==> src/rtl/tt_sweep_ctrl_pkg.sv <==
//============================================================================
// Module : tt_sweep_ctrl_pkg
// Shared state encoding and sizing constants for the truth-table sweeper.
// Rev    : 1.0
//============================================================================
`default_nettype none

package tt_sweep_ctrl_pkg;

  localparam int IDX_W  = 5;
  localparam int N_COMB = 32;

  // Bit i is f(i) for i = {X,Y,Z,K,M}, X as MSB.
  localparam logic [N_COMB-1:0] GOLDEN_DEFAULT = 32'h0AAE_8D5D;

  typedef enum logic [1:0] {
    ST_IDLE   = 2'd0,
    ST_SETTLE = 2'd1,
    ST_SAMPLE = 2'd2,
    ST_DONE   = 2'd3
  } state_t;

endpackage

`default_nettype wire

==> src/rtl/tt_sweep_ctrl_if.sv <==
//============================================================================
// Module : tt_sweep_ctrl_if
// Control, function-drive and result bundle between board side and sweeper.
// Rev    : 1.0
//============================================================================
`default_nettype none

interface tt_sweep_ctrl_if;
  import tt_sweep_ctrl_pkg::*;

  logic              start;
  logic              hold;
  logic              f_in;
  logic              x_o;
  logic              y_o;
  logic              z_o;
  logic              k_o;
  logic              m_o;
  logic              busy;
  logic              done;
  logic [N_COMB-1:0] tt;
  logic [IDX_W:0]    ones;
  logic              pass;
  logic [IDX_W-1:0]  err_idx;
  logic              err_any;

  // Board / function side
  modport master (
    output start, hold, f_in,
    input  x_o, y_o, z_o, k_o, m_o, busy, done, tt, ones, pass, err_idx, err_any
  );

  // Sweeper side
  modport slave (
    input  start, hold, f_in,
    output x_o, y_o, z_o, k_o, m_o, busy, done, tt, ones, pass, err_idx, err_any
  );

endinterface

`default_nettype wire

==> src/rtl/tt_settle_cnt.sv <==
//============================================================================
// Module : tt_settle_cnt
// Loadable settle down-counter with hold and zero flag.
// Rev    : 1.0
//============================================================================
`default_nettype none

module tt_settle_cnt #(
  parameter int SETTLE_CYC = 2
) (
  input  logic clk,
  input  logic rst,
  input  logic i_hold,
  input  logic i_load,
  input  logic i_dec,
  output logic o_zero
);

  localparam int            CW     = $clog2(SETTLE_CYC + 1);
  localparam logic [CW-1:0] c_load = CW'(SETTLE_CYC - 1);

  logic [CW-1:0] r_cnt;

  always_ff @(posedge clk or posedge rst) begin
    if (rst) begin
      r_cnt <= '0;
    end else if (!i_hold) begin
      if (i_load) begin
        r_cnt <= c_load;
      end else if (i_dec && (r_cnt != '0)) begin
        r_cnt <= r_cnt - 1'b1;
      end
    end
  end

  assign o_zero = (r_cnt == '0);

endmodule

`default_nettype wire

==> src/rtl/tt_sweep_ctrl.sv <==
//============================================================================
// Module : tt_sweep_ctrl
// Sweeps all 32 minterm inputs, captures the truth table and checks it.
// Rev    : 1.0
//============================================================================
`default_nettype none

module tt_sweep_ctrl
  import tt_sweep_ctrl_pkg::*;
#(
  parameter int                SETTLE_CYC = 2,
  parameter logic [N_COMB-1:0] GOLDEN     = GOLDEN_DEFAULT
) (
  input  logic          clk,
  input  logic          rst,
  tt_sweep_ctrl_if.slave bus
);

  localparam logic [IDX_W-1:0] c_last = IDX_W'(N_COMB - 1);

  state_t            r_state;
  logic [IDX_W-1:0]  r_idx;
  logic [IDX_W-1:0]  r_err_idx;
  logic [N_COMB-1:0] r_tt;
  logic [IDX_W:0]    r_ones;
  logic              r_busy;
  logic              r_done;
  logic              r_pass;
  logic              r_err_any;

  logic [N_COMB-1:0] w_tt_next;
  logic              w_start_ok;
  logic              w_load;
  logic              w_cnt_zero;

  assign w_start_ok = bus.start && ((r_state == ST_IDLE) || (r_state == ST_DONE));
  assign w_load     = w_start_ok || ((r_state == ST_SAMPLE) && (r_idx != c_last));

  tt_settle_cnt #(
    .SETTLE_CYC (SETTLE_CYC)
  ) u_settle_cnt (
    .clk    (clk),
    .rst    (rst),
    .i_hold (bus.hold),
    .i_load (w_load),
    .i_dec  (r_state == ST_SETTLE),
    .o_zero (w_cnt_zero)
  );

  always_comb begin
    w_tt_next        = r_tt;
    w_tt_next[r_idx] = bus.f_in;
  end

  always_ff @(posedge clk or posedge rst) begin
    if (rst) begin
      r_state   <= ST_IDLE;
      r_idx     <= '0;
      r_tt      <= '0;
      r_ones    <= '0;
      r_pass    <= 1'b0;
      r_err_idx <= '0;
      r_err_any <= 1'b0;
      r_busy    <= 1'b0;
      r_done    <= 1'b0;
    end else begin
      // done is a single-cycle pulse even if hold is raised right after it
      r_done <= 1'b0;
      if (!bus.hold) begin
        case (r_state)
          ST_IDLE, ST_DONE: begin
            if (bus.start) begin
              r_state   <= ST_SETTLE;
              r_idx     <= '0;
              r_tt      <= '0;
              r_ones    <= '0;
              r_pass    <= 1'b0;
              r_err_idx <= '0;
              r_err_any <= 1'b0;
              r_busy    <= 1'b1;
            end
          end
          ST_SETTLE: begin
            if (w_cnt_zero) begin
              r_state <= ST_SAMPLE;
            end
          end
          ST_SAMPLE: begin
            r_tt   <= w_tt_next;
            r_ones <= r_ones + {{IDX_W{1'b0}}, bus.f_in};
            if ((bus.f_in != GOLDEN[r_idx]) && !r_err_any) begin
              r_err_idx <= r_idx;
              r_err_any <= 1'b1;
            end
            if (r_idx == c_last) begin
              r_state <= ST_DONE;
              r_pass  <= (w_tt_next == GOLDEN);
              r_done  <= 1'b1;
              r_busy  <= 1'b0;
            end else begin
              r_idx   <= r_idx + 1'b1;
              r_state <= ST_SETTLE;
            end
          end
          default: r_state <= ST_IDLE;
        endcase
      end
    end
  end

  assign bus.x_o     = r_idx[4];
  assign bus.y_o     = r_idx[3];
  assign bus.z_o     = r_idx[2];
  assign bus.k_o     = r_idx[1];
  assign bus.m_o     = r_idx[0];
  assign bus.busy    = r_busy;
  assign bus.done    = r_done;
  assign bus.tt      = r_tt;
  assign bus.ones    = r_ones;
  assign bus.pass    = r_pass;
  assign bus.err_idx = r_err_idx;
  assign bus.err_any = r_err_any;

endmodule

`default_nettype wire
==> src/flat_wrapper.sv <==
// flat-port wrapper written by rule: the top's interface ports become plain ports
module tt_sweep_ctrl_flat import tt_sweep_ctrl_pkg::*;
#(
  parameter int                SETTLE_CYC = 2,
  parameter logic [N_COMB-1:0] GOLDEN     = GOLDEN_DEFAULT
)
  (clk, rst, bus_start, bus_hold, bus_f_in, bus_x_o, bus_y_o, bus_z_o, bus_k_o, bus_m_o, bus_busy, bus_done, bus_tt, bus_ones, bus_pass, bus_err_idx, bus_err_any);
  tt_sweep_ctrl_if bus_i ();
  input  logic clk;
  input  logic rst;
  input wire logic [$bits(bus_i.start)-1:0] bus_start;
  input wire logic [$bits(bus_i.hold)-1:0] bus_hold;
  input wire logic [$bits(bus_i.f_in)-1:0] bus_f_in;
  output wire logic [$bits(bus_i.x_o)-1:0] bus_x_o;
  output wire logic [$bits(bus_i.y_o)-1:0] bus_y_o;
  output wire logic [$bits(bus_i.z_o)-1:0] bus_z_o;
  output wire logic [$bits(bus_i.k_o)-1:0] bus_k_o;
  output wire logic [$bits(bus_i.m_o)-1:0] bus_m_o;
  output wire logic [$bits(bus_i.busy)-1:0] bus_busy;
  output wire logic [$bits(bus_i.done)-1:0] bus_done;
  output wire logic [$bits(bus_i.tt)-1:0] bus_tt;
  output wire logic [$bits(bus_i.ones)-1:0] bus_ones;
  output wire logic [$bits(bus_i.pass)-1:0] bus_pass;
  output wire logic [$bits(bus_i.err_idx)-1:0] bus_err_idx;
  output wire logic [$bits(bus_i.err_any)-1:0] bus_err_any;
  assign bus_i.start = bus_start;
  assign bus_i.hold = bus_hold;
  assign bus_i.f_in = bus_f_in;
  assign bus_x_o = bus_i.x_o;
  assign bus_y_o = bus_i.y_o;
  assign bus_z_o = bus_i.z_o;
  assign bus_k_o = bus_i.k_o;
  assign bus_m_o = bus_i.m_o;
  assign bus_busy = bus_i.busy;
  assign bus_done = bus_i.done;
  assign bus_tt = bus_i.tt;
  assign bus_ones = bus_i.ones;
  assign bus_pass = bus_i.pass;
  assign bus_err_idx = bus_i.err_idx;
  assign bus_err_any = bus_i.err_any;
  tt_sweep_ctrl #(.SETTLE_CYC(SETTLE_CYC), .GOLDEN(GOLDEN)) u_core (.clk(clk), .rst(rst), .bus(bus_i));
endmodule
==> config.mk <==
export PLATFORM = sky130hd
export DESIGN_NAME = tt_sweep_ctrl_flat
export DESIGN_NICKNAME = d
export VERILOG_FILES = /design/src/rtl/tt_sweep_ctrl_pkg.sv /design/src/rtl/tt_sweep_ctrl_if.sv /design/src/rtl/tt_settle_cnt.sv /design/src/rtl/tt_sweep_ctrl.sv /design/src/flat_wrapper.sv
export SDC_FILE = /design/constraint.sdc
export NUM_CORES = 1
export LEC_CHECK = 0
export ABC_AREA = 1
export BUFFER_PORTS_ARGS = -buffer_cell sky130_fd_sc_hd__buf_2
export CORE_ASPECT_RATIO = 1.5
export CORE_UTILIZATION = 45
export DETAILED_ROUTE_END_ITERATION = 10
export PLACE_DENSITY = 0.69
export SYNTH_ARGS = -nofsm -noshare
export SYNTH_HDL_FRONTEND = slang
export SYNTH_SLANG_ARGS = --single-unit
==> constraint.sdc <==
create_clock -name clk -period 2.15 [get_ports clk]
set_clock_uncertainty 0.2 [all_clocks]
set_input_delay 0.215 -clock clk [delete_from_list [all_inputs] [get_ports clk]]
set_output_delay 0.215 -clock clk [all_outputs]
set_load 0.1 [all_outputs]
==> impl_summary.md <==
Drt
The count of nets left with antenna violations once routing finished came out at 0. The first-iteration detailed-routing DRC count is 306. Dividing the detail-routed wire length by the instance count gives 15.1 um. The number of remaining DRC errors is 3.

The routed layout has 3136 vias. After detailed routing, the number of vias per cell comes to 5.57. For this block, the routed nets add up to 8.52 mm of wire.

The pre-antenna-repair detailed-routing pass consisted of 8 iterations.

Yosys
Among all flip-flop cells after synthesis, the most frequent one is sky130_fd_sc_hd__dfrtp_1. The cell with the most instances after synthesis is sky130_fd_sc_hd__nand2_1. The mapped cell area is 3240 um2. In the synthesized netlist, the number of instances is 414. In this run, synthesis produced a sequential element count of 56. The async set or reset register ratio after synthesis is 100%.

The synthesized net count is 430. The synthesized design spends more area on one cell type than any other, namely sky130_fd_sc_hd__dfrtp_1. Yosys attributes the largest share of cell area to sky130_fd_sc_hd__dfrtp_1 (43%), sky130_fd_sc_hd__nand2_1 (13%), sky130_fd_sc_hd__nand3_1 (6.3%), sky130_fd_sc_hd__a22o_1 (4.6%), sky130_fd_sc_hd__inv_1 (4.5%). The mean post-synth cell area is 7.83 um2. Summed over its instances, the top area cell type makes up 43.2% of the synthesized netlist area. The count of distinct cell types in the synthesized netlist is 30. After synthesis, flip-flops and latches occupy 43.2% of the total area. For this run, the number of Yosys warnings is 0.

By count the netlist is led by sky130_fd_sc_hd__nand2_1 (111), sky130_fd_sc_hd__dfrtp_1 (56), sky130_fd_sc_hd__nand3_1 (41), sky130_fd_sc_hd__inv_1 (39), sky130_fd_sc_hd__nor2_1 (26). The number of enable-type register cells in the synthesized netlist is 0.

Clock tree
TritonCTS built the clock tree. The CTS root buffer is sky130_fd_sc_hd__clkbuf_8. Clock tree synthesis found a total of 56 sinks. Counting the buffers created by CTS gives 5.

After clock tree synthesis, the clock-pin slew on the worst setup and hold paths is 100 ps. The H-tree depth is 2. The maximum buffer depth of the clock tree is 2. The insertion delay to the later sink of the worst-skew pair is 320 ps.

Setup path
The launch instance of the worst register-to-register path is u_core.r_idx[0]. For the worst setup path, the data required time is 2210 ps. The endpoint kind of the worst setup timing path is a flip-flop.

The biggest fanout along the worst timing path is 14. At the worst endpoint, the arrival time is 2060 ps. The critical path in this run is classified as reg2reg. The most critical setup path has its startpoint at u_core.r_idx[0].

The worst setup path is launched from a flip-flop.

Place
In this run the tool buffered the top-level ports with 56 buffer cells. Detailed placement finished with a half-perimeter wire length of 6.18 mm. The weighted congestion reported at the end of routability-driven placement is 0.890.

Timing
The count of endpoints failing hold in the final timing report is 0. The total count of max-transition violations in the final report is 0. The fraction of the cycle the final worst path needs is 92.9%. At the pin with the least slew margin, the transition time is 522 ps. Timing would allow up to 0.501 GHz.

The minimum period implied by the final worst setup slack is 2000 ps. The worst max-slew margin expressed relative to the limit is 65.1%. The total of endpoints with negative setup slack in the final report is 0.

Global route
The number of antenna violations at the first check in global routing is 0. The leftover overflow at the end of global routing is 0. The aggregate global-route resource usage is 24.0%. The largest net degree at the start of global routing is 35.

The first-pass GRT wire length is 14.1 mm. The number of global-route vias before repair is 2948.

Worst hold path
The beginning of the worst hold path is bus_start. In this run the worst hold path is classified as in2reg.

Die
The initialized floorplan defines 37 standard-cell rows. The floorplan step defined a die boundary enclosing 7550 um2. The I/O pin count is 57. The die extent in y is 106 um. The initial utilization of the core area, before any placement, comes to 47.0%. The die extent in x is 71.3 um. The core region is 6900 um2.

Pwr
The power density over cell area is 1130 nW/um2. In this run the static leakage power is 0.00201 uW. The maximum vdd ir drop is 751 uV.

The final total power is 4450 uW.

Job
The max capacitance violation total is 0.

Outcome
The final reports fail on design-rule violations. The flow ran to the end, but the final reports show violations.

Cells and area
The ratio of cells with drive above 1 in the final layout is 25.8%. The area growth from synthesis to layout is 21.0%. The number of antenna diodes in the final layout is 0. The final core utilization is 56.8%. The number of nets in the finished design is 500.
-- logic make-up (layout without fill, tap and decap cells) --
logic type / count (synthesis) / after routing / share of synthesized area (%)
AO/OA/AOI/OAI: 66 / 66 / 13.0
adder cells (fa/ha/maj): 11 / 11 / 4.25
buffers and inverters: 65 / 136 / 8.88
flip-flops: 56 / 56 / 43.2
multiplexers: 1 / 1 / 0.309
AND/OR/NAND/NOR: 215 / 215 / 30.3
-- metal layers --
layer	part of all wire, %	vias to the layer above	global-route usage (%)
met2	52	97	39.9
li1	-	1542	-
met5	0	-	0
met4	2.6	0	11.6
met1	40	1481	30.4
met3	4.7	16	3.60
-- final cells by class --
type | instances | area (um2)
Fill cell | 657 | 2980
Sequential cell | 56 | 1410
Multi-Input combinational cell | 293 | 1640
Tap cell | 78 | 97.6
Clock buffer | 7 | 86.3
Timing Repair Buffer | 86 | 523
Inverter | 42 | 161
Clock inverter | 1 | 7.51
-- metrics by stage --
| stage | instances | hold slack (ps) | setup TNS (ps) | area, um2 | setup WS, ps |
|---|---|---|---|---|---|
| floorplan | 414 | 81.4 | -383 | 3300 | -85.5 |
| global placement | 546 | 71.3 | 0 | 3700 | 31.1 |
| detailed placement | 546 | 82.5 | -18.9 | 3700 | -13.7 |
| CTS | 558 | 42.7 | 0 | 3840 | 3.84 |
| global route | 563 | 75.0 | -3.02 | 3920 | -3.02 |
| finish | 563 | 59.4 | 0 | 3920 | 153 |
-- sequential cells by signal (all words and copies together), names as in the netlist, 2 cells and up --
name and count:
u_core.bus.tt 32, u_core.bus.ones 6, u_core.bus.err_idx 5, u_core.r_idx 5, u_core.r_state 2, u_core.u_settle_cnt.r_cnt 2
-- final timing paths --
kind                                           endpoint  slack, ps  cells past startpoint
max                               u_core.bus.err_idx[3]        150                     11
min in group asynchronous               u_core.bus.done        260                      3
max reg2reg                       u_core.bus.err_idx[3]        150                     11
min reg2reg                u_core.u_settle_cnt.r_cnt[1]        300                      2
max in group asynchronous               u_core.r_idx[1]        900                      4
min                        u_core.u_settle_cnt.r_cnt[1]         60                      4
-- cells in the final DEF, fill, tap and decap left out, drive strengths merged --
master | netlist | routed
nand2 | 112 | 112
buf | 17 | 84
dfrtp | 56 | 56
nand3 | 43 | 43
inv | 41 | 40
nor2 | 31 | 31
o21ai | 24 | 24
nand4 | 22 | 22
a22o | 17 | 17
o22ai | 15 | 15
ha | 11 | 11
clkbuf | 6 | 7
a21oi | 6 | 6
nor3 | 4 | 4
o211ai | 3 | 3
clkinvlp | 0 | 2
dlygate4sd3 | 0 | 2
o31ai | 1 | 1
clkinv | 1 | 1
mux2i | 1 | 1
nor4 | 1 | 1
nor3b | 1 | 1
and3 | 1 | 1
-- report_power, final --
group | switching [uW] | internal, uW | leakage [uW]
combinational | 1910 | 560 | 0.00120
clock | 356 | 263 | 0.0000445
sequential | 123 | 1230 | 0.000758
-- repair_timing --
action / 4_1_cts / 5_1_grt
hold buffers: 2 / 0
resized for setup: 2 / 10
setup endpoints to repair: 17 / 48
setup buffers: 2 / 5
pin swaps: 0 / 2
endpoints found under the hold margin: 23 / 0
-- worst max-delay path, stage by stage, from the launching register on --
cell and delay, ps:
sky130_fd_sc_hd__dfrtp_2 480, sky130_fd_sc_hd__buf_4 170, sky130_fd_sc_hd__ha_4 210, sky130_fd_sc_hd__o211ai_1 170
sky130_fd_sc_hd__nand2_1 70, sky130_fd_sc_hd__inv_1 90, sky130_fd_sc_hd__nand2_1 70, sky130_fd_sc_hd__nand2_2 90
sky130_fd_sc_hd__nand3_4 120, sky130_fd_sc_hd__nor2_4 150, sky130_fd_sc_hd__nand2_1 70, sky130_fd_sc_hd__nand2_1 60
Power figures use the tool's default switching activity.
